File: src/rtl/ctr_pkg.sv
// Shared types and encodings for the multi-cycle RV32I control unit.
package ctr_pkg;

  typedef enum logic [2:0] {
    S_IDLE,
    S_FETCH,
    S_DECODE,
    S_EXEC,
    S_WB,
    S_HALT
  } state_t;

  localparam logic [4:0] OP_IMM     = 5'b00100;
  localparam logic [4:0] OP_BRANCH  = 5'b11000;
  localparam logic [2:0] FUNCT3_BNE = 3'b001;
  localparam logic [2:0] ALU_ADD    = 3'b000;
  localparam logic [2:0] ALU_SUB    = 3'b001;

endpackage

File: src/rtl/ctr_decode.sv
// Combinational classifier for the instruction register: addi / bne / illegal,
// plus the matching 12-bit immediate field.
module ctr_decode
  import ctr_pkg::*;
#(
  parameter int IN_WIDTH = 32
) (
  input  logic [IN_WIDTH-1:0] ir,
  output logic                is_addi,
  output logic                is_bne,
  output logic                illegal,
  output logic [11:0]         imm
);

  logic unused_ir_bits;

  always_comb begin
    is_addi = (ir[6:2] == OP_IMM);
    is_bne  = (ir[6:2] == OP_BRANCH) && (ir[14:12] == FUNCT3_BNE);
    illegal = !(is_addi || is_bne);
    // B-type immediate drops bit 0; the datapath re-appends it.
    if (is_bne) imm = {ir[31], ir[7], ir[30:25], ir[11:8]};
    else        imm = ir[31:20];
  end

  assign unused_ir_bits = ^{ir[19:15], ir[1:0]};

endmodule

File: src/rtl/mc_ctr_unit.sv
// Multi-cycle control FSM for the RV32I datapath (addi, bne).
// Optional performance counters are built when CTR_PERF_CNT_EN is defined.
module mc_ctr_unit
  import ctr_pkg::*;
#(
  parameter int IN_WIDTH  = 32,
  parameter int CNT_WIDTH = 32
) (
  input  logic                 clk,
  input  logic                 rst_n,
  input  logic                 start,
  output logic                 imem_req,
  input  logic                 imem_ready,
  input  logic [IN_WIDTH-1:0]  instr,
  input  logic                 eq,
  output logic                 IRWrite,
  output logic                 PCWrite,
  output logic                 RegWrite,
  output logic [2:0]           ALUctrl,
  output logic                 ALUsrc,
  output logic [11:0]          ImmSrc,
  output logic                 PCsrc,
  output logic                 busy,
  output logic                 halted,
  output logic [CNT_WIDTH-1:0] retired_cnt,
  output logic [CNT_WIDTH-1:0] cycle_cnt
);

  // state  | meaning
  // IDLE   | waiting for start
  // FETCH  | imem_req high until imem_ready, IR loaded on accept
  // DECODE | classify IR
  // EXEC   | ALU op; bne updates PC here and retires
  // WB     | addi register write and PC+4, retires
  // HALT   | illegal opcode seen, only reset leaves

  state_t              state;
  logic [IN_WIDTH-1:0] ir;
  logic                halted_q;
  logic                is_addi;
  logic                is_bne;
  logic                illegal;
  logic [11:0]         imm;

  ctr_decode #(.IN_WIDTH(IN_WIDTH)) u_decode (
    .ir      (ir),
    .is_addi (is_addi),
    .is_bne  (is_bne),
    .illegal (illegal),
    .imm     (imm)
  );

  always_ff @(posedge clk or negedge rst_n) begin
    if (!rst_n) begin
      state    <= S_IDLE;
      ir       <= '0;
      halted_q <= 1'b0;
    end else begin
      case (state)
        S_IDLE:   if (start) state <= S_FETCH;
        S_FETCH:  if (imem_ready) begin
                    ir    <= instr;
                    state <= S_DECODE;
                  end
        S_DECODE: if (illegal) begin
                    state    <= S_HALT;
                    halted_q <= 1'b1;
                  end else begin
                    state <= S_EXEC;
                  end
        S_EXEC:   state <= is_bne ? S_FETCH : S_WB;
        S_WB:     state <= S_FETCH;
        S_HALT:   state <= S_HALT;
        default:  state <= S_IDLE;
      endcase
    end
  end

  // Strobes decode straight from the state register so an async reset
  // removes them in the same instant it clears the state.
  always_comb begin
    imem_req = 1'b0;
    IRWrite  = 1'b0;
    PCWrite  = 1'b0;
    RegWrite = 1'b0;
    ALUctrl  = 3'b000;
    ALUsrc   = 1'b0;
    ImmSrc   = 12'h000;
    PCsrc    = 1'b0;
    case (state)
      S_FETCH: begin
        imem_req = 1'b1;
        IRWrite  = imem_ready;
      end
      S_EXEC: begin
        ImmSrc = imm;
        if (is_bne) begin
          ALUctrl = ALU_SUB;
          PCWrite = 1'b1;
          PCsrc   = ~eq;
        end else begin
          ALUctrl = ALU_ADD;
          ALUsrc  = 1'b1;
        end
      end
      S_WB: begin
        RegWrite = 1'b1;
        PCWrite  = 1'b1;
        ALUctrl  = ALU_ADD;
        ALUsrc   = 1'b1;
        ImmSrc   = imm;
      end
      default: ;
    endcase
  end

  assign busy   = (state != S_IDLE) && (state != S_HALT);
  assign halted = halted_q;

`ifdef CTR_PERF_CNT_EN
  logic [CNT_WIDTH-1:0] retired_q;
  logic [CNT_WIDTH-1:0] cycle_q;

  always_ff @(posedge clk or negedge rst_n) begin
    if (!rst_n) begin
      retired_q <= '0;
      cycle_q   <= '0;
    end else begin
      if (busy) cycle_q <= cycle_q + CNT_WIDTH'(1);
      if ((state == S_EXEC && is_bne) || state == S_WB)
        retired_q <= retired_q + CNT_WIDTH'(1);
    end
  end

  assign retired_cnt = retired_q;
  assign cycle_cnt   = cycle_q;
`else
  assign retired_cnt = '0;
  assign cycle_cnt   = '0;
`endif

endmodule

File: config.mk
export PLATFORM = sky130hd
export DESIGN_NAME = mc_ctr_unit
export DESIGN_NICKNAME = d
export VERILOG_FILES = /design/src/rtl/ctr_pkg.sv /design/src/rtl/ctr_decode.sv /design/src/rtl/mc_ctr_unit.sv
export SDC_FILE = /design/constraint.sdc
export NUM_CORES = 1
export LEC_CHECK = 0
export CAP_MARGIN = 20
export CORE_ASPECT_RATIO = 0.7
export CORE_UTILIZATION = 37
export CTS_CLUSTER_DIAMETER = 50
export CTS_CLUSTER_SIZE = 30
export DETAILED_ROUTE_END_ITERATION = 8
export PLACE_DENSITY = 0.78
export SETUP_SLACK_MARGIN = 0.05
export SYNTH_ARGS = -nofsm -noshare
export SYNTH_HDL_FRONTEND = slang
export SYNTH_HIERARCHICAL = 1
export SYNTH_SLANG_ARGS = --single-unit
File: constraint.sdc
create_clock -name clk -period 1.73 [get_ports clk]
set_input_delay 0.346 -clock clk [delete_from_list [all_inputs] [get_ports clk]]
set_output_delay 0.346 -clock clk [all_outputs]
set_load 0.02 [all_outputs]
# == Yosys cells after proc, flatten, opt, wreduce, memory -nomap -nowiden ==
# Cells that the tools add are included.
# word_totals
register_bits,36
out_inout_bits,87
# op_classes
n_bitwise,2
n_eq_ne,11
muxes,18
n_reduce_logical,9
# ops
op,n
$pmux 3 s6,1
$mux 12,1
$mux 3,4
$mux 11,1
$mux 1,9
$eq 3x1->1 const B,2
$eq 3x2->1 const B,2
$eq 3x3->1 const B,2
$reduce_and 2->1,3
$eq 5x3->1 const B,1
$eq 5x5->1 const B,1
$ne 2x2->1 const B,2
$pmux 1 s2,2
$logic_not 3->1,1
$ne 3x3->1 const B,1
$reduce_bool 3->1,1
$logic_and 1x1->1,2
$not 1->1,2
$reduce_or 2->1,1
$logic_or 1x1->1,1

# == Logic depth before layout (Yosys ltp) ==
# logic_depth
word_depth,5
depth_mapped,6
depth_no_buf,6

# == Cells and area by module ==
# Netlist, hierarchy kept.
# modules_own_cells
mod,seq_area_each_um2,area_each_um2,cells_each,n_inst
mc_ctr_unit,900.9,2242.2,178,1
ctr_decode,0.0,222.7,20,1

# == Worst setup path after synthesis ==
# OpenSTA, ideal clock, no wires.
# synth_path
path_kind,register to output
startpoint,register ir[14]
endpoint,output ImmSrc[5]
t_arrival_ps,1598
required_ps,1384
setup_slack_ps,-214
path_stages_with_launch,6
cell_sequence,dfrtp_1 > and4bb_1 > nand4b_1 > buf_6 > mux2_4 > a21boi_0
# synth_via
elab_chain_len,4
# synth_lines
item,line,source
start: declaration,mc_ctr_unit.sv:38,logic [IN_WIDTH-1:0] ir;
start signal: assignment,mc_ctr_unit.sv:62,ir <= instr;
$eq 3x1->1,ctr_decode.sv:19,is_bne = (ir[6:2] == OP_BRANCH) && (ir[14:12] == FUNCT3_BNE);
$logic_and 1x1->1,ctr_decode.sv:19,
$mux 11,ctr_decode.sv:22,"if (is_bne) imm = {ir[31], ir[7], ir[30:25], ir[11:8]};"
via imm[5],mc_ctr_unit.sv:43,logic [11:0] imm;
$mux 12,mc_ctr_unit.sv:90,case (state)
end: declaration,mc_ctr_unit.sv:21,"output logic [11:0] ImmSrc,"
# The timed path passes the listed nets, and every way through them passes these cells.

# == Worst setup path after layout ==
# layout_path
startpoint,register ir[13]
endpoint,output ImmSrc[9]
# The elaborated chain is that of the path after synthesis.

==> results.ini <==
[flow_run]
cap_violations = 0

[placed_design]
gp_congestion = 0.735
place_ws_ns = -0.617
portBuffers = 50
dp_hpwl_um = 2790

[logic_synthesis]
netlist_instances = 184
ys_warn_count = 6
mappedNetlistArea_um2 = 2180
synth.avg_cell_area_um2 = 11.9

[floorplan]
start_util = 0.383
rows = 23
die_y_um = 66.3
core_region_area_um2 = 5700
ios = 124
die_x_um = 93.8
die_area_um2 = 6220

[setup_path]
crit_start = ir[13]$_DFFE_PN0P_
r2r_cells = 7
worst_ep_required_time_ns = 1.38
rrSetupSlack_ns = -0.05
critPathLaunchType = flip-flop
crit_path_end_kind = output pin
critPathMaxFanout = 6
arrival_ns = 1.93
worst-setup-path-type = flip-flop to output pin
r2r-start = ir[13]$_DFFE_PN0P_
regToRegEndpoint = state[1]$_DFFE_PN0P_

[drt]
wl_um = 4250
ant_nets = 0
num_vias = 1338
drc = 0
drt-initial-drc-count = 35
via_per_inst = 3.95
drtPass1Iterations = 4
wl_per_cell_um = 12.5

[global_routing]
grt_pass1_vias = 1259
grt_use_total = 0.140
grt_overflow = 0
grt_pass1_wl_um = 6370
grt_antenna_before_repair = 0
grt_max_degree = 30

[clocking]
clk_latency_ns = 0.28
cts.sinks = 29
clkTransAtPathRegs_ns = 0.06
clock-root-buffer = clkbuf_8
cts_buffers = 5
cts_buffer_depth = 2
htreeDepth = 2
cts_tree = yes
cts_hold_buf = 0

[timing]
setup_viol = 17
hold_viol_final = 0
min_period_over_period = 1.32
hold_ws_ns = 0.445
clock.fmax_mhz = 439
layout_setup_ws_ns = -0.546
min_period_ns = 2.28
fin_skew_ns = 0.00441
rsz0062_at_grt = yes
finalSetupTns_ns = -7.78
slew_violations = 0

[layout]
area_delta_synth_final_pct = 33.0
fillers = 521
num_antenna_cells = 0
drive_above_1_share = 0.420
fin_nets = 300

[power]
ir_drop_uv = 838
p_leak_uw = 0.00148
p_per_area_nw_per_um2 = 1600
power_uw = 4640

[hold_path]
hold_path.class = input port to asynchronous set/reset pin

[outcome]
status = finished, violations left
violations = negative setup slack

-- power breakdown --
part / total (uW) / internal [uW] / switching, uW
clock network: 618 / 359 / 260
logic: 2780 / 1690 / 1100
registers: 1240 / 1020 / 218
total: 4640 / 3070 / 1570
-- layout by cell type, fill, tap and decap left out, types with 2 or more instances in the layout --
cell type,instances
buf_6,14
a21boi_1,5
a21boi_4,5
nand3b_1,3
a21boi_2,2
buf_16,2
mux2_4,35
clkbuf_8,7
nand4b_1,2
dfrtp_1,29
inv_1,2
buf_2,7
nor2_1,4
buf_4,29
nand2b_1,2
conb_1,66
clkdlybuf4s50_1,29
-- critical path, cell delays in order (launching register included) --
cell	delay (ns)
dfrtp_1	0.39
and4bb_1	0.28
nand4b_1	0.19
buf_6	0.21
mux2_4	0.28
a21boi_1	0.13
buf_2	0.16
-- how the worst max path moves through the flow --
| stage | endpoint | slack, ns | cells after the start |
|---|---|---|---|
| floorplan | ImmSrc[5] | -0.07 | 5 |
| global placement | ImmSrc[0] | -0.59 | 6 |
| detailed placement | ImmSrc[8] | -0.62 | 6 |
| CTS | ImmSrc[8] | -0.57 | 6 |
| global route | ImmSrc[9] | -0.66 | 6 |
| finish | ImmSrc[9] | -0.55 | 6 |
-- state kept, by name, summed over array words and instances, names as in the netlist --
signal and count:
ir 25, state 3, halted 1
-- per-stage QoR --
stage | cell area, um^2 | std cells | util
after floorplan | 2450 | 249 | -
after global placement | 2560 | 315 | 0.450
after detailed placement | 2560 | 315 | 0.450
after CTS | 2750 | 332 | 0.483
after global routing | 2910 | 339 | 0.510
final | 2910 | 339 | 0.510
-- layer usage --
layer | part of all wire | track usage
met2 | 0.46 | 0.214
met3 | 0.059 | 0.0414
met4 | 0.0085 | 0.0519
met1 | 0.47 | 0.187
met5 | 0 | 0
-- cell type report --
| cell class | count | area, um^2 | area share |
|---|---|---|---|
| well taps | 75 | 93.8 | 0.0323 |
| clock buffers | 7 | 96.3 | 0.0332 |
| multi-input cells | 140 | 1160 | 0.400 |
| flip-flops and latches | 29 | 726 | 0.250 |
| repair buffers | 84 | 810 | 0.279 |
| inverters | 3 | 13.8 | 0.00474 |
| clock inverters | 1 | 5.00 | 0.00172 |
-- what timing repair did --
| item | CTS | global route |
|---|---|---|
| hold endpoints to repair | 0 | 0 |
| setup endpoints to repair | 46 | 47 |
| buffers inserted | 7 | 6 |
| cloned | 2 | 1 |
| resized for setup | 107 | 23 |
| pin swaps | 3 | 4 |
(Power assumes the default switching activity.)
